==> config.mk <==
export PLATFORM = sky130hd
export DESIGN_NAME = arbiter_multi_mode_flat
export DESIGN_NICKNAME = d
export VERILOG_FILES = /design/src/rtl/arbiter_multi_mode_if.sv /design/src/rtl/arbiter_multi_mode.sv /design/src/flat_wrapper.sv
export SDC_FILE = /design/constraint.sdc
export NUM_CORES = 1
export LEC_CHECK = 0
export ABC_CLOCK_PERIOD_IN_PS = 2600
export CORE_AREA = 10 10 47 49
export CTS_CLUSTER_SIZE = 8
export DETAILED_ROUTE_END_ITERATION = 16
export DIE_AREA = 0 0 57 59
export GPL_TIMING_DRIVEN = 0
export PLACE_DENSITY_LB_ADDON = 0.05
export SLEW_MARGIN = 0
export SYNTH_ARGS = -nofsm -noshare
export SYNTH_HDL_FRONTEND = slang
export SYNTH_SLANG_ARGS = --single-unit
==> constraint.sdc <==
create_clock -name i_clk -period 2.6 [get_ports i_clk]
set_input_delay 0.52 -clock i_clk [delete_from_list [all_inputs] [get_ports i_clk]]
set_output_delay 0.52 -clock i_clk [all_outputs]
set_load 0.05 [all_outputs]
==> src/rtl/arbiter_multi_mode_if.sv <==
// Request/grant bus between a set of requesters and arbiter_multi_mode.
// master: requester side, drives requests and end-of-access pulses.
// slave : arbiter side, drives the one-hot grant, its index and the timeout pulse.
interface arbiter_multi_mode_if #(
  parameter int N = 4
);
  localparam int IDW = $clog2(N);

  logic [N-1:0]   i_req_vector;
  logic [N-1:0]   i_end_access_vector;
  logic [N-1:0]   o_grant_vector;
  logic           o_grant_valid;
  logic [IDW-1:0] o_grant_id;
  logic           o_timeout;

  modport master (
    output i_req_vector, i_end_access_vector,
    input  o_grant_vector, o_grant_valid, o_grant_id, o_timeout
  );

  modport slave (
    input  i_req_vector, i_end_access_vector,
    output o_grant_vector, o_grant_valid, o_grant_id, o_timeout
  );
endinterface

==> src/rtl/arbiter_multi_mode.sv <==
// N-way arbiter, strict priority (MODE=0) or round-robin (MODE=1), optional grant-hold timeout.
// Latency: grant registered one edge after a request is seen; back-to-back regrant on release.
// Backpressure: a grant is held until the owner pulses end-of-access or the timeout expires.
// Ports: i_clk, i_rst (async, active-low), bus (slave modport: requests in, grant/timeout out).
module arbiter_multi_mode #(
  parameter int N       = 4,
  parameter int MODE    = 0,
  parameter int TIMEOUT = 0
) (
  input logic                 i_clk,
  input logic                 i_rst,
  arbiter_multi_mode_if.slave bus
);
  localparam int IDW = $clog2(N);
  // Counter only has to reach TIMEOUT-1.
  localparam int CW  = (TIMEOUT > 1) ? $clog2(TIMEOUT) : 1;
  localparam logic [CW-1:0] TLIM = CW'((TIMEOUT > 0) ? TIMEOUT - 1 : 0);

  // One-hot state encoding so the unused codes (00, 11) are recoverable.
  typedef enum logic [1:0] {
    IDLE  = 2'b01,
    GRANT = 2'b10
  } state_t;

  state_t         state;
  logic [N-1:0]   grant_vec;
  logic           grant_vld;
  logic [IDW-1:0] grant_id;
  logic [IDW-1:0] last_id;
  logic [CW-1:0]  hold_cnt;
  logic           timeout_pulse;

  logic [IDW-1:0] win_id;
  logic           win_found;
  logic           end_hit;
  logic           timeout_hit;
  logic           release_now;
  logic           arb_go;
  int             cand;

  // Winner search: strict scans from index 0, round-robin from last_id+1 with wrap.
  always_comb begin
    win_id    = '0;
    win_found = 1'b0;
    cand      = 0;
    for (int i = 0; i < N; i++) begin
      cand = (MODE == 1) ? ((int'(last_id) + 1 + i) % N) : i;
      if (!win_found && bus.i_req_vector[cand]) begin
        win_found = 1'b1;
        win_id    = IDW'(cand);
      end
    end
  end

  // Only the current owner's end bit counts.
  assign end_hit     = grant_vld && bus.i_end_access_vector[grant_id];
  assign timeout_hit = (TIMEOUT > 0) && (state == GRANT) && (hold_cnt == TLIM);
  assign release_now = (state == GRANT) && (end_hit || timeout_hit);
  assign arb_go      = win_found && ((state == IDLE) || release_now);

  always_ff @(posedge i_clk or negedge i_rst) begin
    if (!i_rst) begin
      state         <= IDLE;
      grant_vec     <= '0;
      grant_vld     <= 1'b0;
      grant_id      <= '0;
      last_id       <= IDW'(N - 1);
      hold_cnt      <= '0;
      timeout_pulse <= 1'b0;
    end else begin
      timeout_pulse <= 1'b0;
      case (state)
        IDLE: begin
          if (arb_go) begin
            state     <= GRANT;
            grant_vec <= {{(N-1){1'b0}}, 1'b1} << win_id;
            grant_vld <= 1'b1;
            grant_id  <= win_id;
            last_id   <= win_id;
            hold_cnt  <= '0;
          end else begin
            grant_vec <= '0;
            grant_vld <= 1'b0;
            grant_id  <= '0;
          end
        end
        GRANT: begin
          // A coincident end-of-access makes it an ordinary release.
          if (timeout_hit && !end_hit) begin
            timeout_pulse <= 1'b1;
          end
          if (arb_go) begin
            grant_vec <= {{(N-1){1'b0}}, 1'b1} << win_id;
            grant_vld <= 1'b1;
            grant_id  <= win_id;
            last_id   <= win_id;
            hold_cnt  <= '0;
          end else if (!release_now) begin
            hold_cnt  <= hold_cnt + CW'(1);
          end else begin
            state     <= IDLE;
            grant_vec <= '0;
            grant_vld <= 1'b0;
            grant_id  <= '0;
            hold_cnt  <= '0;
          end
        end
        default: begin
          state     <= IDLE;
          grant_vec <= '0;
          grant_vld <= 1'b0;
          grant_id  <= '0;
          hold_cnt  <= '0;
        end
      endcase
    end
  end

  assign bus.o_grant_vector = grant_vec;
  assign bus.o_grant_valid  = grant_vld;
  assign bus.o_grant_id     = grant_id;
  assign bus.o_timeout      = timeout_pulse;
endmodule

==> src/flat_wrapper.sv <==
// flat-port wrapper written by rule: the top's interface ports become plain ports
module arbiter_multi_mode_flat 
#(
  parameter int N       = 4,
  parameter int MODE    = 0,
  parameter int TIMEOUT = 0
)
  (i_clk, i_rst, bus_i_req_vector, bus_i_end_access_vector, bus_o_grant_vector, bus_o_grant_valid, bus_o_grant_id, bus_o_timeout);
  arbiter_multi_mode_if #(.N(N)) bus_i ();
  input logic i_clk;
  input logic i_rst;
  input wire logic [$bits(bus_i.i_req_vector)-1:0] bus_i_req_vector;
  input wire logic [$bits(bus_i.i_end_access_vector)-1:0] bus_i_end_access_vector;
  output wire logic [$bits(bus_i.o_grant_vector)-1:0] bus_o_grant_vector;
  output wire logic [$bits(bus_i.o_grant_valid)-1:0] bus_o_grant_valid;
  output wire logic [$bits(bus_i.o_grant_id)-1:0] bus_o_grant_id;
  output wire logic [$bits(bus_i.o_timeout)-1:0] bus_o_timeout;
  assign bus_i.i_req_vector = bus_i_req_vector;
  assign bus_i.i_end_access_vector = bus_i_end_access_vector;
  assign bus_o_grant_vector = bus_i.o_grant_vector;
  assign bus_o_grant_valid = bus_i.o_grant_valid;
  assign bus_o_grant_id = bus_i.o_grant_id;
  assign bus_o_timeout = bus_i.o_timeout;
  arbiter_multi_mode #(.N(N), .MODE(MODE), .TIMEOUT(TIMEOUT)) u_core (.i_clk(i_clk), .i_rst(i_rst), .bus(bus_i));
endmodule
---- Word level (Yosys, flattened, before mapping) ----
Index checks and enable logic that the tools add are counted.
Widths: inputs -> output; s select.
operators by class
  add/subtract/negate cells ............... 0
  $mul .................................... 0
  divide/modulo/power cells ............... 0
  $lt $le $gt $ge ......................... 1
  equal/unequal tests ..................... 6
  shifts and indexed selects .............. 1
  multiplexer cells ....................... 25
  bitwise operators ....................... 0
  reduce and logical (&&, ||, !) cells .... 11
operator list
  kind                 count
  $mux 2               8
  $mux 4               3
  $mux 1               9
  $pmux 2 s2           2
  $pmux 4 s2           1
  $logic_and 1x1->1    6
  $ne 2x1->1 const B   2
  $shl 1x2->4 const A  1
  $logic_not 1->1      3
  $lt 2x3->1 const B   1
  $ne 3x1->1 const B   1
  $reduce_and 3->1     1
  $bmux 1 s2           1
  $eq 2x1->1 const B   1
  $eq 2x2->1 const B   1
  $ne 2x2->1 const B   1
  $pmux 1 s2           1
  $logic_or 1x1->1     1
storage, ports and cells
  register bits ........................... 9
  latch bits .............................. 0
  memory bits (writable) .................. 0
  bits in read-only memories .............. 0
  input bits .............................. 10
  output and inout port bits .............. 8
  logic and storage cells ................. 48
  memories ................................ 0

---- Logic depth before layout (Yosys ltp) ----
  word-level depth ........................ 13
  depth in mapped cells ................... 5
  mapped depth without buffers ............ 5

---- Least setup slack after synthesis ----
OpenSTA, ideal clock, no wires.
  path kind ............................... register to register
  start ................................... register u_core.grant_id[0], in the netlist u_core.bus.o_grant_id[0]
  end ..................................... register u_core.grant_id[0], in the netlist u_core.bus.o_grant_id[0]
  data arrival time ....................... 1737 ps
  required time ........................... 2521 ps
  slack ................................... 784 ps
  cell stages (with the launch flop) ...... 4
  buffers on the path ..................... 0
  cell sequence ........................... dfrtp_1 -> mux4_2 -> a211oi_2 -> o2bb2ai_1
on the way
  word-level cells in the longest chain between the ends .. 8
ends and longest elaborated chain
  item                              RTL line                                            text
  from (decl)                       arbiter_multi_mode.sv:28                            logic [IDW-1:0] grant_id;
  from (signal assigned)            arbiter_multi_mode.sv:78                            grant_id <= win_id;
  from (signal assigned)            arbiter_multi_mode.sv:95                            grant_id <= win_id;
  $bmux 1 s2 (*)                    arbiter_multi_mode.sv:56                            assign end_hit = grant_vld && bus.i_end_access_vector[grant_id];
  $mux 1 (implied by the code) (*)  arbiter_multi_mode.sv:56
  $logic_and 1x1->1 (*)             arbiter_multi_mode.sv:56
  $logic_and 1x1->1 (*)             arbiter_multi_mode.sv:58                            assign release_now = (state == GRANT) && (end_hit || timeout_hit);
  $logic_or 1x1->1                  arbiter_multi_mode.sv:59                            assign arb_go = win_found && ((state == IDLE) || release_now);
  $logic_and 1x1->1                 arbiter_multi_mode.sv:59
  $mux 2, on equally long branches  arbiter_multi_mode.sv:92, arbiter_multi_mode.sv:74
  $pmux 2 s2                        arbiter_multi_mode.sv:72                            case (state)
Every way passes the cells marked *; elsewhere a longest branch is shown, timed or not. The select of a mux whose other input is x is not followed.
A chain may end at the register's enable or synchronous reset.

---- Worst setup path in the final report ----
  start ................................... register u_core.grant_vld, in the netlist u_core.bus.o_grant_valid
  end ..................................... output port bus_o_grant_valid
RTL lines
  item                    RTL line                  text
  from (decl)             arbiter_multi_mode.sv:27  logic grant_vld;
  from (signal assigned)  arbiter_multi_mode.sv:65  grant_vld <= 1'b0;
  from (signal assigned)  arbiter_multi_mode.sv:77  grant_vld <= 1'b1;
  from (signal assigned)  arbiter_multi_mode.sv:83  grant_vld <= 1'b0;
  to (decl)               flat_wrapper.sv:15        output wire logic [$bits(bus_i.o_grant_valid)-1:0] bus_o_grant_valid;
No word-level cell between the ends.

==> flow_metrics.py <==
metrics = {
    "cts": {
        "post_cts_buffers": 0,
        "ctsResizeCount": 0,
        "tritoncts": "yes",
        "htree_levels": 1,
        "cts_buffer_depth": 2,
        "root_buffer": "clkbuf_4",
        "clk_pin_slew_ns": 0.07,
        "numCtsBuffers": 3,
        "insertion_delay_ns": 0.26,
        "cts_sinks": 9,
        "cts_hold_buf": 0,
    },
    "sta": {
        "final-max-slew-violation-count": 0,
        "fin_crit_ns": 2.11,
        "hold_viol_final": 0,
        "tightest_slew_ns": 0.506,
        "period_share_pct": 81.2,
        "slew_headroom_pct": 66.2,
        "fmax_mhz": 474,
        "rsz0062_at_grt": "no",
        "finalClockSkew_ns": 0.00588,
        "setup_slack_ns": 0.489,
        "tns_ns": 0,
        "setup-violations-final": 0,
    },
    "detailed_routing": {
        "drc_errors": 0,
        "wl_per_cell_um": 15.3,
        "finalWirelength_um": 1250,
        "num_vias": 445,
        "drt_iter0_markers": 16,
        "postRouteAntennaNets": 0,
        "dr.pass1.iters": 4,
        "viasPerCell": 5.43,
    },
    "worst_setup_path": {
        "slowest_stage": "clkdlybuf4s50_1",
        "worst-setup-path-type": "flop to output pin",
        "critPathLaunchType": "flop",
        "cpPeakStageDelay_ns": 0.86,
        "crit_required_ns": 2.08,
        "path_max_fanout": 6,
        "cp-end-kind": "output pin",
        "r2r_cells": 3,
        "path_buf_inv": 1,
        "crit_chain": "clkdlybuf4s50_1",
        "crit_arrival_ns": 1.59,
        "cp.depth": 1,
        "cp_top_family": "buffers and inverters",
    },
    "die": {
        "ios": 18,
        "die_w_um": 57,
        "initial_core_util_pct": 35.9,
        "rows": 14,
        "core_area_mm2": 0.00140,
        "die_area_mm2": 0.00336,
        "die_y_um": 59,
    },
    "global_routing": {
        "grt_usage_pct": 7.49,
        "grt_antenna_before_repair": 0,
        "grt_pass1_wl_um": 2040,
        "grt_pass1_vias": 451,
        "grt_max_degree": 10,
        "grt_overflow_total": 0,
    },
    "cells_and_area": {
        "post-route-util_pct": 50.6,
        "n_antenna_cell": 0,
        "area.growth.synth_to_final_pct": 41.0,
        "final_cell_area_um2": 709,
        "nNetsFinal": 79,
        "layout-drive-gt1-share_pct": 13.6,
    },
    "synth": {
        "syn-cell-area_um2": 503,
        "synthDistinctLibCells": 23,
        "synth_top_area_share_pct": 39.8,
        "synth_edf_count": 0,
        "netlist_instances": 46,
        "synthTopCellsByArea": "dfrtp_1, o2bb2ai_1, dfstp_2",
        "synth_area_leader_cell": "dfrtp_1",
        "ys.warnings.count": 0,
        "ys.flop_type": "dfrtp_1",
        "syn_nets": 58,
        "synthArstFlopShare_pct": 100,
        "avgSynthCellArea_um2": 10.9,
        "synth-seq-area-share_pct": 45.0,
        "ys_ff_latch": 9,
    },
    "power_and_ir_drop": {
        "powerDensity_mw_per_mm2": 1060,
        "p_leak_nw": 0.281,
        "clock_power_share_pct": 14.3,
        "pwr-share-comb_pct": 56.2,
        "seqPwrFrac_pct": 29.5,
        "p_switching_mw": 0.349,
        "internal_power_mw": 0.406,
        "switching_share_pct": 46.2,
        "max-vdd-ir-drop_uv": 475,
    },
    "status": {
        "outcome": "complete, no violations",
    },
    "worst_hold_path": {
        "hold_depth": 1,
        "hold_path.class": "flop to flop",
    },
    "place": {
        "gp_congestion": 0.749,
        "place_ws_ns": 0.448,
        "hpwl_um": 1000,
        "portBuffers": 16,
        "dpl_cell_area_um2": 683,
    },
    "job": {
        "maxCapViolations": 0,
    },
}
final cells by class:
class	count	area (um2)
Fill cell	141	692
Multi-Input combinational cell	30	246
Sequential cell	9	226
Timing Repair Buffer	16	160
Clock buffer	4	26.3
Inverter	6	22.5
Tap cell	16	20.0
Buffer	1	7.51
per-stage QoR:
stage               power, mW  hold WS (ns)  instances
floorplan               0.525         0.224         46
global placement        0.649         0.481         78
detailed placement      0.648         0.483         78
CTS                     0.760         0.498         82
global route            0.805         0.512         82
finish                  0.755         0.488         82
layer usage:
layer,vias to the layer above,wire (um),global-route usage [%]
li1,213,-,-
met1,219,572,8.87
met2,11,622,12.4
met3,2,52,2.79
met4,0,5,2.01
met5,-,0,0
worst paths after layout:
check | startpoint | end | slack (ns)
hold / removal | u_core.bus.o_grant_vector[3] | u_core.bus.o_grant_vector[3] | 0.49
max in group asynchronous | i_rst | u_core.state[0] | 1.70
setup reg to reg | u_core.bus.o_grant_id[0] | u_core.bus.o_grant_vector[1] | 0.97
setup / recovery | u_core.bus.o_grant_valid | bus_o_grant_valid | 0.49
hold reg to reg | u_core.bus.o_grant_vector[3] | u_core.bus.o_grant_vector[3] | 0.49
min in group asynchronous | i_rst | u_core.bus.o_grant_valid | 0.56
power by group through the flow:
stage	sequential (mW)	clock (mW)	combinational, mW
2_1_floorplan	0.305	0	0.219
3_5_place_dp	0.227	0	0.421
4_1_cts	0.225	0.111	0.425
6_report	0.223	0.108	0.424
3_3_place_gp	0.224	0	0.425
5_1_grt	0.230	0.121	0.454
synthesized netlist by cell type, types with 2 or more instances:
cell type and n:
dfrtp_1 8, ha_1 2, inv_1 6, nand2_1 3, nor2_1 3, o21ai_0 2, o22ai_1 2, o2bb2ai_1 4
o32ai_1 2
cell families after synthesis:
kind of cell / count (synthesis) / share of synthesized area, %
AO/OA/AOI/OAI: 17 / 30.8
adder cells (fa/ha/maj): 2 / 4.97
buffers and inverters: 7 / 5.97
flip-flops: 9 / 45.0
multiplexers: 1 / 4.48
other: 1 / 0.746
AND/OR/NAND/NOR: 9 / 7.96
state kept, by name, summed over array words and instances, names as in the netlist:
name / cells
u_core.bus.o_grant_vector: 4
u_core.state: 2
u_core.bus.o_grant_id: 2
u_core.bus.o_grant_valid: 1
cell usage in the layout, fill, tap and decap left out, types with 2 or more instances in the layout:
cell type | netlist | layout
ha_1 | 2 | 2
o22ai_1 | 2 | 2
nor2_1 | 3 | 3
o21ai_0 | 2 | 2
clkdlybuf4s50_1 | 0 | 16
o32ai_1 | 2 | 2
o2bb2ai_1 | 4 | 4
inv_1 | 6 | 6
nand2_1 | 3 | 3
dfrtp_1 | 8 | 8
clkbuf_4 | 0 | 3
Power figures use the tool's default switching activity.
